==> config.mk <==
export PLATFORM = sky130hd
export DESIGN_NAME = viterbi_channel_2a4
export DESIGN_NICKNAME = d
export VERILOG_FILES = /design/src/rtl/viterbi_channel_2a4.sv
export SDC_FILE = /design/constraint.sdc
export NUM_CORES = 1
export LEC_CHECK = 0
export CAP_MARGIN = 20
export CORE_MARGIN = 3
export CORE_UTILIZATION = 55
export CTS_CLUSTER_DIAMETER = 200
export DETAILED_ROUTE_END_ITERATION = 16
export GPL_TIMING_DRIVEN = 1
export PLACE_DENSITY = 0.75
export RECOVER_POWER = 50
export SLEW_MARGIN = 20
export SYNTH_ARGS = -nofsm -noshare
export SYNTH_HDL_FRONTEND = slang
export SYNTH_SLANG_ARGS = --single-unit
==> constraint.sdc <==
create_clock -name clk -period 3.8 [get_ports clk]
set_input_delay 0.76 -clock clk [delete_from_list [all_inputs] [get_ports clk]]
set_output_delay 0.76 -clock clk [all_outputs]
set_load 0.02 [all_outputs]
==> src/rtl/viterbi_channel_2a4.sv <==
// viterbi_channel_2a4: rate-1/2 symbol channel with LFSR-scheduled error injection.
// Define CHANNEL_BURST_EN to widen each error event into a BURST_LEN-symbol burst.
module viterbi_channel_2a4 #(
  parameter logic [15:0] LFSR_SEED   = 16'hACE1,
  parameter int          GUARD_LEN   = 16,
  parameter int          ERR_SPACING = 8,
  parameter int          BURST_LEN   = 3
) (
  input  logic        clk,
  input  logic        rst,
  input  logic        enable_i,
  input  logic [1:0]  enc_data_i,
  input  logic        enc_valid_i,
  output logic [1:0]  chan_data_o,
  output logic        chan_valid_o,
  output logic [1:0]  err_inj,
  output logic [15:0] word_ct,
  output logic [15:0] error_counter
);
  localparam logic [15:0] SEED       = (LFSR_SEED == 16'd0) ? 16'h0001 : LFSR_SEED;
  localparam logic [15:0] GUARD_LAST = 16'(GUARD_LEN - 1);
  localparam logic [7:0]  SPC_LOAD   = 8'(ERR_SPACING - 1);
  localparam logic [1:0]  S_GUARD    = 2'd0;
  localparam logic [1:0]  S_ARMED    = 2'd1;
  logic [15:0] r_lfsr;
  logic [1:0]  r_state;
  logic [7:0]  r_spc;
  logic [15:0] r_gcnt;
  logic [1:0]  r_data;
  logic        r_valid;
  logic [1:0]  r_mask;
  logic [15:0] r_word_ct;
  logic [15:0] r_err_ct;
  logic        w_acc;
  logic        w_fb;
  logic        w_fire;
  logic [1:0]  w_fire_mask;
  logic [1:0]  w_mask;
  logic [1:0]  w_state_n;
  logic [7:0]  w_spc_n;
  logic [15:0] w_gcnt_n;
  logic [16:0] w_err_sum;
  logic [15:0] w_err_n;
  assign w_acc       = enable_i & enc_valid_i;
  assign w_fb        = r_lfsr[15] ^ r_lfsr[13] ^ r_lfsr[12] ^ r_lfsr[10];
  assign w_fire      = (r_state == S_ARMED) && (r_spc == 8'd0) && r_lfsr[0];
  assign w_fire_mask = r_lfsr[1] ? 2'b10 : 2'b01;
  assign w_err_sum   = {1'b0, r_err_ct} + 17'(w_mask[0]) + 17'(w_mask[1]);
  assign w_err_n     = w_err_sum[16] ? 16'hFFFF : w_err_sum[15:0];
`ifdef CHANNEL_BURST_EN
  localparam logic [1:0] S_BURST    = 2'd2;
  localparam logic [3:0] BURST_LOAD = 4'(BURST_LEN - 1);
  logic [3:0] r_bcnt;
  logic [1:0] r_bmask;
  logic [3:0] w_bcnt_n;
  assign w_mask = w_fire ? w_fire_mask : (r_state == S_BURST) ? r_bmask : 2'b00;
  always_ff @(posedge clk) begin
    if (rst) begin
      r_bcnt  <= 4'd0;
      r_bmask <= 2'b00;
    end else if (w_acc) begin
      r_bcnt  <= w_bcnt_n;
      r_bmask <= w_fire ? w_fire_mask : r_bmask;
    end
  end
`else
  logic [3:0] w_unused_burst;
  assign w_unused_burst = 4'(BURST_LEN);
  assign w_mask = w_fire ? w_fire_mask : 2'b00;
`endif
  always_comb begin
    w_state_n = r_state;
    w_spc_n   = r_spc;
    w_gcnt_n  = r_gcnt;
`ifdef CHANNEL_BURST_EN
    w_bcnt_n  = r_bcnt;
`endif
    if (r_state == S_GUARD) begin
      w_gcnt_n  = r_gcnt + 16'd1;
      w_state_n = (r_gcnt == GUARD_LAST) ? S_ARMED : S_GUARD;
      w_spc_n   = (r_gcnt == GUARD_LAST) ? SPC_LOAD : r_spc;
    end else if (w_fire) begin
      w_spc_n   = SPC_LOAD;
`ifdef CHANNEL_BURST_EN
      w_state_n = (BURST_LOAD != 4'd0) ? S_BURST : S_ARMED;
      w_bcnt_n  = BURST_LOAD;
`endif
    end else if (r_state == S_ARMED) begin
      w_spc_n = (r_spc == 8'd0) ? 8'd0 : r_spc - 8'd1;
    end
`ifdef CHANNEL_BURST_EN
    if (r_state == S_BURST) begin
      w_bcnt_n  = r_bcnt - 4'd1;
      w_state_n = (r_bcnt == 4'd1) ? S_ARMED : S_BURST;
      w_spc_n   = (r_bcnt == 4'd1) ? SPC_LOAD : r_spc;
    end
`endif
  end
  // Everything except chan_valid_o freezes on cycles with no accepted symbol.
  always_ff @(posedge clk) begin
    if (rst) begin
      r_lfsr    <= SEED;
      r_state   <= S_GUARD;
      r_spc     <= 8'd0;
      r_gcnt    <= 16'd0;
      r_data    <= 2'b00;
      r_valid   <= 1'b0;
      r_mask    <= 2'b00;
      r_word_ct <= 16'd0;
      r_err_ct  <= 16'd0;
    end else if (w_acc) begin
      r_lfsr    <= {r_lfsr[14:0], w_fb};
      r_state   <= w_state_n;
      r_spc     <= w_spc_n;
      r_gcnt    <= w_gcnt_n;
      r_data    <= enc_data_i ^ w_mask;
      r_valid   <= 1'b1;
      r_mask    <= w_mask;
      r_word_ct <= r_word_ct + 16'd1;
      r_err_ct  <= w_err_n;
    end else begin
      r_valid   <= 1'b0;
    end
  end
  assign chan_data_o   = r_data;
  assign chan_valid_o  = r_valid;
  assign err_inj       = r_mask;
  assign word_ct       = r_word_ct;
  assign error_counter = r_err_ct;
endmodule

==> impl_metrics.ini, run 1 <==
[outcome]
status = complete, no violations

[placement]
postPlaceCellArea_mm2 = 0.004040
place_ws_ps = 343.0
hpwlAfterDp_mm = 5.186
io_buffers = 42
gp_congestion = 0.8960

[sta]
clock.fmax_mhz = 294.0
setup_violations = 0
period_share_pct = 89.50
setup_tns_ps = 0
hold_viol_final = 0
period_needed_ps = 3401
slew_viol_final = 0
slew_headroom_pct = 5.430
tightestPinTransition_ps = 1419
fin_ws_ps = 399.0
skew_ps = 5.487
rsz0062_at_grt = no

[global_routing]
grt_pass1_vias = 2893
antenna_found_initial = 0
grt_first_pass_wirelength_mm = 13.33
gr-total-overflow = 0
grt_usage_pct = 21.88
grt_start_max_net_pins = 52

[synth]
synth-seq-cells = 78
synth_area_mm2 = 0.003601
ys_async_sr_fraction_pct = 0
synth_edf_count = 0
syn_inst = 428
synth_ff_type = dfxtp_1
syn_avg_cell_area_um2 = 8.413
seq_area_frac_synth_pct = 43.36
synth_cell_types = 48
syn_nets = 439
synth_warnings = 0

[worst_setup_path]
cp_max_fo = 10
critical_path_required_ps = 4080
critPathTopFamily = simple AND/OR/NAND/NOR gates
crit_start = r_spc[0]
cp_slowest_cell = or3b_1
crit_type = reg2reg
path_buf_inv = 3
critPathMaxStageDelay_ps = 500
critPathArrivalTime_ps = 3680
crit_top_cell = inv_1
startpoint_type = flip-flop
critical_path.cell_chain = inv_1, ha_1, or3b_1, nor4b_4, inv_1, fa_1, inv_1, ha_1, nand4_1, nor4_4, nand2_1, a31oi_1
reg2reg_from = r_spc[0]
cp-end-kind = flip-flop

[floorplan]
fp.dieW_um = 86.92
rows = 28
design.die.area_mm2 = 0.007554
pin_count = 43
initial_core_util_pct = 58.73
dieHeight_um = 86.92
core_area_mm2 = 0.006131

[cts]
postCtsSetupRepairBufs = 0
path_clk_slew_ps = 80
clock_latency_ps = 350
htreeDepth = 3
cts.path.max_buffers = 2
cts_made_buffers = 9
clock_sinks = 78
hold_buffers = 0
cts_resized = 0
cts_tree = done
root_buffer = clkbuf_8

[final_layout]
area_delta_synth_final_pct = 17.79
final_cell_mix = dfxtp_1, nand2_1, a21oi_1
n_antenna_cell = 0
final_common_cell = dfxtp_1
nets = 473
layout-drive-gt1-share_pct = 4.283
finalInstanceArea_mm2 = 0.004242

[pwr]
power_leakage_nw = 1.506
vdd_drop_max_uv = 276.7
p_per_area_mw_per_mm2 = 367.7

[min_path]
hp-class = reg2reg
worstHoldStart = err_inj[1]

[route]
ant_nets = 0
first_pass_iters = 4
post_drt_via_cell_ratio = 5.917
vias = 3207
dr.first_iter.drc_count = 129
drc = 0
drt-total-wl_mm = 7.673
wire_per_inst_um = 14.16

[run]
max_cap_violations = 0
[report_power, final]
part | switching [mW] | leakage, nW | internal, mW | total [mW]
clock | 0.296 | 0.106 | 0.336 | 0.633
combinational | 0.0509 | 0.768 | 0.0321 | 0.0831
sequential | 0.0118 | 0.632 | 0.832 | 0.844
[through the flow]
step	utilization [%]	total power [mW]	instances	hold slack (ps)
finish	69.18	1.560	542	449.0
CTS	69.16	1.572	542	457.2
detailed placement	65.90	0.9486	526	445.8
floorplan	-	0.9191	428	432.1
global route	69.18	1.628	542	478.5
global placement	65.90	0.9462	526	439.9
[routing by layer]
| metal | GRT usage [%] | vias to the layer above | part of all wire, % |
|---|---|---|---|
| met1 | 29.76 | 1515 | 48 |
| met3 | 5.676 | 9 | 5.0 |
| met2 | 33.75 | 72 | 46 |
| li1 | - | 1611 | - |
| met4 | 7.365 | 0 | 1.3 |
| met5 | 0 | - | 0 |
[final cells by class]
class / count / area [um^2]
tap: 75 / 93.84
multi-input combinational: 319 / 1922
fill: 491 / 1889
inverter: 9 / 33.78
clock buffer: 12 / 155.1
sequential: 78 / 1562
clock inverter: 4 / 45.04
timing repair buffer: 45 / 430.4
[path summary, 6_finish.rpt]
path	end	slack, ps	depth (start not counted)
worst max-delay path	error_counter[11]	400	12
worst min-delay path	err_inj[1]	450	2
worst max register to register	error_counter[11]	400	12
worst min register to register	err_inj[1]	450	2
[tightest hold or removal path: cells and delay by family (launching register included)]
| family | cells | cell delay [ps] |
|---|---|---|
| flops | 1 | 310 |
| simple gates | 1 | 50 |
| compound gates | 1 | 50 |
[registers in the layout, indices dropped and copies added, names as in the netlist]
| signal | count |
|---|---|
| error_counter | 16 |
| r_gcnt | 16 |
| r_lfsr | 16 |
| word_ct | 16 |
| r_spc | 8 |
| chan_data_o | 2 |
| err_inj | 2 |
| chan_valid_o | 1 |
| r_state | 1 |
[cell usage after synthesis, drive strengths merged, types with 5 or more instances]
cell     n  area (um^2)
a211oi   5        37.54
a21oi   42        210.2
and2     7        43.80
and4     9        78.83
buf      5        28.78
clkbuf  17        63.81
dfxtp   78         1562
inv      9        33.78
nand2   64        240.2
nand3   14        70.07
nand3b   8        60.06
nand4   16        100.1
nor2    28        105.1
nor3    11        55.05
o21ai   17        85.08
o31ai    8        60.06
or3     11        68.82
or4      8        60.06
xnor2   11        96.34
xor2    20        175.2
[cell families (layout without fill, tap and decap cells)]
family / Yosys count / count (layout) / synth area share, %
DFF: 78 / 78 / 43.36
adders and majority gates: 5 / 5 / 1.946
and+or+nand+nor: 192 / 192 / 28.32
xor gates and xnor gates: 31 / 31 / 7.540
muxes: 1 / 1 / 0.2780
AOI/OAI and AO/OA: 90 / 90 / 15.05
buffers and inverters: 31 / 70 / 3.509
(Power assumes the default switching activity.)
==> run 2, diff against run 1 <==
--- a/config.mk
+++ b/config.mk
@@ -7,11 +7,11 @@
 export LEC_CHECK = 0
 export CAP_MARGIN = 20
 export CORE_MARGIN = 3
-export CORE_UTILIZATION = 55
+export CORE_UTILIZATION = 50
 export CTS_CLUSTER_DIAMETER = 200
 export DETAILED_ROUTE_END_ITERATION = 16
 export GPL_TIMING_DRIVEN = 1
-export PLACE_DENSITY = 0.75
+export PLACE_DENSITY = 0.72
 export RECOVER_POWER = 50
 export SLEW_MARGIN = 20
 export SYNTH_ARGS = -nofsm -noshare
==> constraint.sdc (replaced) <==
create_clock -name clk -period 3.08 [get_ports clk]
set_input_delay 0.616 -clock clk [delete_from_list [all_inputs] [get_ports clk]]
set_output_delay 0.616 -clock clk [all_outputs]
set_load 0.02 [all_outputs]
==> impl_metrics.ini, run 2 (synthesized netlist as in run 1, its figures left out) <==
[floorplan]
rows = 30
dieHeight_um = 90.87
pin_count = 43
initial_core_util_pct = 52.14
design.die.area_mm2 = 0.008256
core_area_mm2 = 0.006907
fp.dieW_um = 90.87

[cts]
htreeDepth = 3
clock_sinks = 78
cts.path.max_buffers = 2
cts_tree = done
path_clk_slew_ps = 70
hold_buffers = 0
root_buffer = clkbuf_8
clock_latency_ps = 350
cts_made_buffers = 9

[final_layout]
nets = 486
regArea_mm2 = 0.001562
final_common_cell = dfxtp_1
area_delta_synth_final_pct = 22.59
finalInstanceArea_mm2 = 0.004414
n_antenna_cell = 0
final_cell_mix = dfxtp_1, nand2_1, a21oi_1
layout-drive-gt1-share_pct = 8.577
multi_input_area_mm2 = 0.001963
fillers = 642

[worst_setup_path]
path_buf_inv = 4
reg2reg_from = r_spc[1]
crit_top_cell = inv_1
crit_type = reg2reg
critPathArrivalTime_ps = 3250
startpoint_type = flip-flop
cp_max_fo = 5
crit_start = r_spc[1]
critical_path_required_ps = 3340
critPathTopFamily = simple AND/OR/NAND/NOR gates
critical_path.cell_chain = inv_1, ha_2, or3b_4, nor4b_4, inv_1, fa_1, inv_2, ha_4, nand4_1, nor4_4, buf_4, a31oi_1, a211oi_2
cp-end-kind = flip-flop
critPathMaxStageDelay_ps = 400
cp_slowest_cell = fa_1

[route]
wire_per_inst_um = 13.80
drt-total-wl_mm = 7.922
post_drt_via_cell_ratio = 5.622
first_pass_iters = 4
ant_nets = 0
dr.first_iter.drc_count = 185
drc = 0
vias = 3227

[global_routing]
gr-total-overflow = 0
antenna_found_initial = 0
grt_first_pass_wirelength_mm = 13.52
grt_usage_pct = 19.56
grt_start_max_net_pins = 42
grt_pass1_vias = 3004

[pwr]
p_int_mw = 1.536
p_comb_share_pct = 5.3
vdd_drop_max_uv = 280.9
p_per_area_mw_per_mm2 = 446.5
swShare_pct = 22.09
power_leakage_nw = 1.580
p_clk_share_pct = 41.9
p_sw_mw = 0.4354
pwr-share-seq_pct = 52.9

[outcome]
status = complete, no violations

[sta]
period_needed_ps = 2982
slew_viol_final = 0
setup_tns_ps = 0
period_share_pct = 96.82
tightestPinTransition_ps = 729.3
slew_headroom_pct = 51.38
setup_violations = 0
skew_ps = 8.280
hold_viol_final = 0
clock.fmax_mhz = 335.3

[placement]
gp_congestion = 0.8641
io_buffers = 42
hpwlAfterDp_mm = 5.327
postPlaceCellArea_mm2 = 0.004135

[min_path]
worstHoldStart = err_inj[0]
hp-class = reg2reg

[run]
max_cap_violations = 0
==> run 2: worst register-to-register path: cells and delay by family (launching register included) <==
family	cells	cell delay, ps
adder cells (fa/ha/maj)	3	710
AND/OR/NAND/NOR	4	1100
buffers and inverters	4	420
flip-flops	1	340
AO/OA/AOI/OAI	2	330
==> run 2: timing repair <==
action	in CTS	in global routing
resized for setup	1	10
buffers inserted	0	5
pin swaps	1	4
setup endpoints to repair	11	13
cloned	0	0
==> run 2: area by class of cell <==
| cell class | instances | share of cell area [%] |
|---|---|---|
| clock buffers | 10 | 3.118 |
| flip-flops and latches | 78 | 35.37 |
| clock inverters | 4 | 1.644 |
| inverters | 9 | 0.7653 |
| multi-input cells | 319 | 44.47 |
| well taps | 96 | 2.721 |
| repair buffers | 58 | 11.90 |
==> run 2: path summary, 6_finish.rpt <==
kind,slack [ps],cells past startpoint,to
max,100,13,error_counter[14]
min,450,2,err_inj[0]
min reg2reg,450,2,err_inj[0]
max reg2reg,100,13,error_counter[14]
==> run 2: per-layer routing <==
metal  global-route usage (%)  up-vias  wire [um]
met5                        0        -          0
met2                    32.67       62       3777
met4                    8.668        0        116
met1                    24.79     1522       3673
li1                         -     1632          -
met3                    3.250       11        354
==> run 2: metrics by stage <==
stage | worst slack (ps) | cells | utilization (%) | total power [mW] | hold slack [ps]
6_report | 97.83 | 574 | 63.91 | 1.971 | 452.5
5_1_grt | -53.07 | 574 | 63.91 | 2.038 | 470.5
4_1_cts | 69.69 | 569 | 62.95 | 1.987 | 457.5
3_5_place_dp | -60.48 | 555 | 59.87 | 1.172 | 446.7
3_3_place_gp | 47.75 | 555 | 59.87 | 1.170 | 438.8
2_1_floorplan | 4.759 | 428 | - | 1.134 | 432.1
==> run 2: power by group through the flow <==
stage,combinational (mW),sequential (mW),clock (mW)
2_1_floorplan,0.0654,1.07,0
3_3_place_gp,0.106,1.06,0
3_5_place_dp,0.107,1.07,0
4_1_cts,0.108,1.04,0.837
5_1_grt,0.117,1.04,0.877
6_report,0.104,1.04,0.825
